## src/rtl/led_frame_pkg.sv

```systemverilog
// Shared constants and FSM encoding for the LED frame arbiter.
package led_frame_pkg;

    localparam int unsigned LED_COUNT    = 11;
    localparam int unsigned COLOR_W      = 24;
    localparam int unsigned IDX_W        = 4;
    localparam int unsigned SEND_TIMEOUT = 256;
    localparam int unsigned TMO_W        = $clog2(SEND_TIMEOUT);

    typedef enum logic [2:0] {
        StIdle,
        StFill,
        StWaitDrv,
        StSend,
        StArb
    } state_t;

endpackage

```

## src/rtl/led_prio_arbiter.sv

```systemverilog
// Fixed-priority arbiter: the lowest set request index wins, one-hot grant.
module led_prio_arbiter #(
    parameter int unsigned N = 3
) (
    input  logic [N-1:0] req,
    output logic [N-1:0] grant
);

    logic found;

    always_comb begin
        grant = '0;
        found = 1'b0;
        for (int i = 0; i < N; i++) begin
            if (req[i] && !found) begin
                grant[i] = 1'b1;
                found    = 1'b1;
            end
        end
    end

endmodule

```

## src/rtl/led_frame_arbiter.sv

```systemverilog
// Shares one WS2811 driver between several frame producers: the granted source fills a
// shadow frame, which is copied to the active frame only while the driver is idle.
module led_frame_arbiter #(
    parameter int unsigned NUM_SRC     = 3,
    parameter int unsigned LED_COUNT   = led_frame_pkg::LED_COUNT,
    parameter int unsigned COLOR_W     = led_frame_pkg::COLOR_W,
    parameter int unsigned HOLD_FRAMES = 4
) (
    input  logic                         clock,
    input  logic                         reset,
    input  logic [NUM_SRC-1:0]           src_req,
    input  logic [NUM_SRC-1:0]           src_wr_valid,
    input  logic [NUM_SRC*4-1:0]         src_wr_idx,
    input  logic [NUM_SRC*COLOR_W-1:0]   src_wr_color,
    input  logic [NUM_SRC-1:0]           src_commit,
    output logic [NUM_SRC-1:0]           src_grant,
    input  logic                         drv_busy,
    output logic                         drv_start,
    output logic [LED_COUNT*COLOR_W-1:0] frame_out,
    output logic [15:0]                  frame_count
);

    import led_frame_pkg::*;

    localparam int unsigned HOLD_W = $clog2(HOLD_FRAMES + 1);

    state_t                         state;
    logic [HOLD_W-1:0]              hold;
    logic [TMO_W-1:0]               tmo_cnt;
    logic                           seen_busy;
    logic [LED_COUNT*COLOR_W-1:0]   shadow;
    logic [NUM_SRC-1:0]             pick;

    logic                           own_req;
    logic                           own_valid;
    logic                           own_commit;
    logic [IDX_W-1:0]               own_idx;
    logic [COLOR_W-1:0]             own_color;

    led_prio_arbiter #(
        .N(NUM_SRC)
    ) u_prio (
        .req  (src_req),
        .grant(pick)
    );

    // Select the current owner's request and write port; all zero when nothing is granted.
    always_comb begin
        own_req    = 1'b0;
        own_valid  = 1'b0;
        own_commit = 1'b0;
        own_idx    = '0;
        own_color  = '0;
        for (int s = 0; s < NUM_SRC; s++) begin
            if (src_grant[s]) begin
                own_req    = src_req[s];
                own_valid  = src_wr_valid[s];
                own_commit = src_commit[s];
                own_idx    = src_wr_idx[s*IDX_W +: IDX_W];
                own_color  = src_wr_color[s*COLOR_W +: COLOR_W];
            end
        end
    end

    always_ff @(posedge clock) begin
        if (reset) begin
            state       <= StIdle;
            src_grant   <= '0;
            hold        <= '0;
            tmo_cnt     <= '0;
            seen_busy   <= 1'b0;
            shadow      <= '0;
            frame_out   <= '0;
            drv_start   <= 1'b0;
            frame_count <= '0;
        end else begin
            drv_start <= 1'b0;
            unique case (state)
                StIdle: begin
                    if (|src_req) begin
                        src_grant <= pick;
                        hold      <= '0;
                        state     <= StFill;
                    end
                end
                StFill: begin
                    // Indices at or beyond LED_COUNT match no pixel and are dropped.
                    if (own_valid) begin
                        for (int k = 0; k < LED_COUNT; k++) begin
                            if (own_idx == IDX_W'(k)) begin
                                shadow[k*COLOR_W +: COLOR_W] <= own_color;
                            end
                        end
                    end
                    if (!own_req) begin
                        src_grant <= '0;
                        state     <= StIdle;
                    end else if (own_commit) begin
                        state <= StWaitDrv;
                    end
                end
                StWaitDrv: begin
                    if (!drv_busy) begin
                        frame_out   <= shadow;
                        drv_start   <= 1'b1;
                        frame_count <= frame_count + 16'd1;
                        if (hold < HOLD_W'(HOLD_FRAMES)) begin
                            hold <= hold + 1'b1;
                        end
                        tmo_cnt   <= '0;
                        seen_busy <= 1'b0;
                        state     <= StSend;
                    end
                end
                StSend: begin
                    if (drv_busy) begin
                        seen_busy <= 1'b1;
                    end else if (seen_busy) begin
                        state <= StArb;
                    end else if (tmo_cnt == TMO_W'(SEND_TIMEOUT - 1)) begin
                        state <= StArb;
                    end else begin
                        tmo_cnt <= tmo_cnt + 1'b1;
                    end
                end
                StArb: begin
                    // pick is the lowest set index, so pick != owner means a higher priority.
                    if (!own_req) begin
                        if (|src_req) begin
                            src_grant <= pick;
                            hold      <= '0;
                            state     <= StFill;
                        end else begin
                            src_grant <= '0;
                            state     <= StIdle;
                        end
                    end else if (pick != src_grant && hold >= HOLD_W'(HOLD_FRAMES)) begin
                        src_grant <= pick;
                        hold      <= '0;
                        state     <= StFill;
                    end else begin
                        state <= StFill;
                    end
                end
                default: begin
                    state <= StIdle;
                end
            endcase
        end
    end

endmodule

```

## config.mk

```make
export PLATFORM = sky130hd
export DESIGN_NAME = led_frame_arbiter
export DESIGN_NICKNAME = d
export VERILOG_FILES = /design/src/rtl/led_frame_pkg.sv /design/src/rtl/led_prio_arbiter.sv /design/src/rtl/led_frame_arbiter.sv
export SDC_FILE = /design/constraint.sdc
export NUM_CORES = 1
export LEC_CHECK = 0
export CORE_MARGIN = 2
export CORE_UTILIZATION = 55
export DETAILED_ROUTE_END_ITERATION = 16
export HOLD_SLACK_MARGIN = 0.03
export PLACE_DENSITY_LB_ADDON = 0.3
export SYNTH_ARGS = -nofsm -noshare
export SYNTH_HDL_FRONTEND = slang
export SYNTH_SLANG_ARGS = --single-unit
```

## constraint.sdc

```tcl
create_clock -name clock -period 2.8 [get_ports clock]
set_input_delay 0.56 -clock clock [delete_from_list [all_inputs] [get_ports clock]]
set_output_delay 0.56 -clock clock [all_outputs]
set_load 0.01 [all_outputs]
```

==> run_results.csv <==
group,metric,value,unit
critical_path,critPathRequiredTime,3.29,ns
sta,fin_crit,2.59,ns
global_route,grt_max_degree,209,
sta,hold_viol,0,
finish,final_cells,3197,
clocking,post-cts-setup-buffers,0,
floorplanning,ioPinCount,380,
clocking,cts_repair_resize_count,1,
critical_path,max_stage_delay,0.95,ns
critical_path,critPathTopFamily,"simple AND/OR/NAND/NOR gates",
synthesis,synthCells,2340,
sta,max_slew_margin,0.256,
clocking,clkLatencyLatePin,0.58,ns
synthesis,ys_warn_count,0,
sta,slew_viol_final,0,
clocking,numCtsBuffers,54,
finish,final_nets,2745,
sta,fin_ws,0.211,ns
floorplanning,die_h,199,um
route,dr_total_vias,17900,
synthesis,post_synth.cell_area_avg,8.94,um2
floorplanning,die_area,0.0396,mm2
synthesis,synth_cell_type_count,67,
power_and_ir_drop,ir_worst_vdd,0.424,mV
placed_design,place_inst,3100,
placed_design,dpl.hpwl,40700,um
power_and_ir_drop,finalPower,16.3,mW
power_and_ir_drop,power.leakage,10.9,nW
global_route,grt.total_usage,0.316,
critical_path,critPathKind,"reg -> reg",
finish,antenna_cells,0,
critical_path,path_max_fanout,25,
clocking,clk_pin_slew,0.06,ns
critical_path,end_kind,"flip-flop",
power_and_ir_drop,powerDensity,606,mW/mm2
placed_design,gp_congestion,0.969,
clocking,cts_tree,"built",
critical_path,slowest_stage,"nor2b_2",
finish,layout_common_cells,"805 x nand2_1, 562 x dfxtp_1, 378 x clkdlybuf4s50_1",
sta,max_slew.worst_pin.slew,1.11,ns
sta,skew,0.0133,ns
sta,fin_setup_tns,0,ns
synthesis,async_reset_ff_frac,0,
finish,fill_cells,2812,
run_status,outcome,"completed",
global_route,gr-total-overflow,0,
synthesis,ys_ff_latch,563,
synthesis,ys.flop_type,"dfxtp_1",
critical_path,start_kind,"flip-flop",
global_route,antenna_found_initial,0,
placed_design,portBuffers,379,
finish,drive_above_1_share,0.0670,
finish,final_common_cell,"nand2_1",
floorplanning,core-area,0.0376,mm2
route,drc,0,
clocking,cts.sinks,563,
clocking,postCtsHoldBufs,0,
critical_path,crit_chain,"nor2b_2 > a221o_1 > o211ai_1 > buf_4 > mux2i_1",
critical_path,worstPathArrival,3.08,ns
route,ant_nets,0,
floorplanning,row_count,71,
critical_path,path_buf_inv,1,
synthesis,syn-cell-area,0.0209,mm2
global_route,first_global_vias,17300,
clocking,clock_path_buffers,3,
clocking,cts_root_buffer,"clkbuf_16",
route,first_pass_iters,5,
sta,finalSetupViolCount,0,
clocking,htreeDepth,2,
floorplanning,die_x,199,um
floorplanning,start_util,0.557,
route,viasPerCell,5.61,
sta,grt_setup_unrepaired,"no",
synthesis,synth_edf_count,0,
hold_path,hp-class,"in -> reg",
route,avgRoutedWirePerCell,19.8,um
sta,fin_crit_sh,0.925,
route,wirelength,63400,um
synthesis,synthesis.nets,2440,
route,drtIter0Drc,1441,
sta,fmax,386,MHz
synthesis,ys_seq_area_frac,0.539,
placed_design,dp_slack,-0.103,ns
finish,syn_to_final_growth,28.9,%
global_route,grt_pass1_wl,96300,um
run,cap_violations,0,
-- stage by stage --
step           utilization  area (um2)  hold WS, ns
5_1_grt              0.718       27000        0.399
2_1_floorplan            -       20900        0.432
3_5_place_dp         0.670       25200        0.444
4_1_cts              0.718       27000        0.377
6_report             0.718       27000        0.392
3_3_place_gp         0.670       25200        0.436
-- final timing paths --
kind / from / endpoint / slack (ns) / cells past startpoint
max reg2reg: src_grant[0] / shadow[226] / 0.21 / 5
min: reset / tmo_cnt[1] / 0.39 / 2
min reg2reg: shadow[54] / frame_out[54] / 0.45 / 2
max: src_grant[0] / shadow[226] / 0.21 / 5
-- layout make-up --
class                           count  area (um2)  share of cell area
Sequential cell                   563       11300               0.418
Multi-Input combinational cell   1578        8800               0.326
Timing Repair Buffer              441        4430               0.164
Clock buffer                       79        1620              0.0600
Tap cell                          511         639              0.0237
Clock inverter                     18         178             0.00659
Inverter                            7        33.8             0.00125
-- cells in the mapped netlist (7+ instances only) --
library cell  instances  area share
buf_2                14      0.0033
clkbuf_1            149       0.027
o21ai_0               8      0.0019
nand2b_1             12      0.0036
nand3_1              15      0.0036
nand2_1             805        0.14
xor2_1               10      0.0042
a221o_1              24       0.011
a31oi_1               7      0.0021
buf_6                 8      0.0043
a21oi_1             283       0.068
buf_4                11      0.0039
buf_1                10      0.0018
mux2i_1             267        0.13
o211ai_1             27      0.0097
nor2_1               29      0.0052
dfxtp_1             563        0.54
-- per-layer routing --
layer / up-vias / GRT usage / share of wire
met3: 147 / 0.0512 / 0.076
li1: 8377 / - / -
met1: 8587 / 0.403 / 0.41
met5: - / 0 / 0
met4: 0 / 0.136 / 0.042
met2: 809 / 0.530 / 0.47
-- registers in the layout (all words and copies together), names as in the netlist --
name / cells
frame_out: 264
shadow: 264
frame_count: 16
tmo_cnt: 8
hold: 3
src_grant: 3
state: 3
drv_start: 1
seen_busy: 1
-- where the power goes --
group,switching [mW],leakage [nW],internal [mW],total [mW]
clock network,3.04,0.891,4.26,7.30
registers,0.0223,4.53,8.02,8.05
logic,0.637,5.50,0.339,0.976
total,3.70,10.9,12.6,16.3
-- cells by family after synthesis --
logic type      Yosys count  share of synthesized area
simple gates            918                      0.179
flops                   563                      0.539
compound gates          374                      0.104
mux                     268                      0.128
buf+inv                 199                     0.0414
xor+xnor                 14                    0.00586
fa+ha+maj                 4                    0.00239
(Power assumes the default switching activity.)
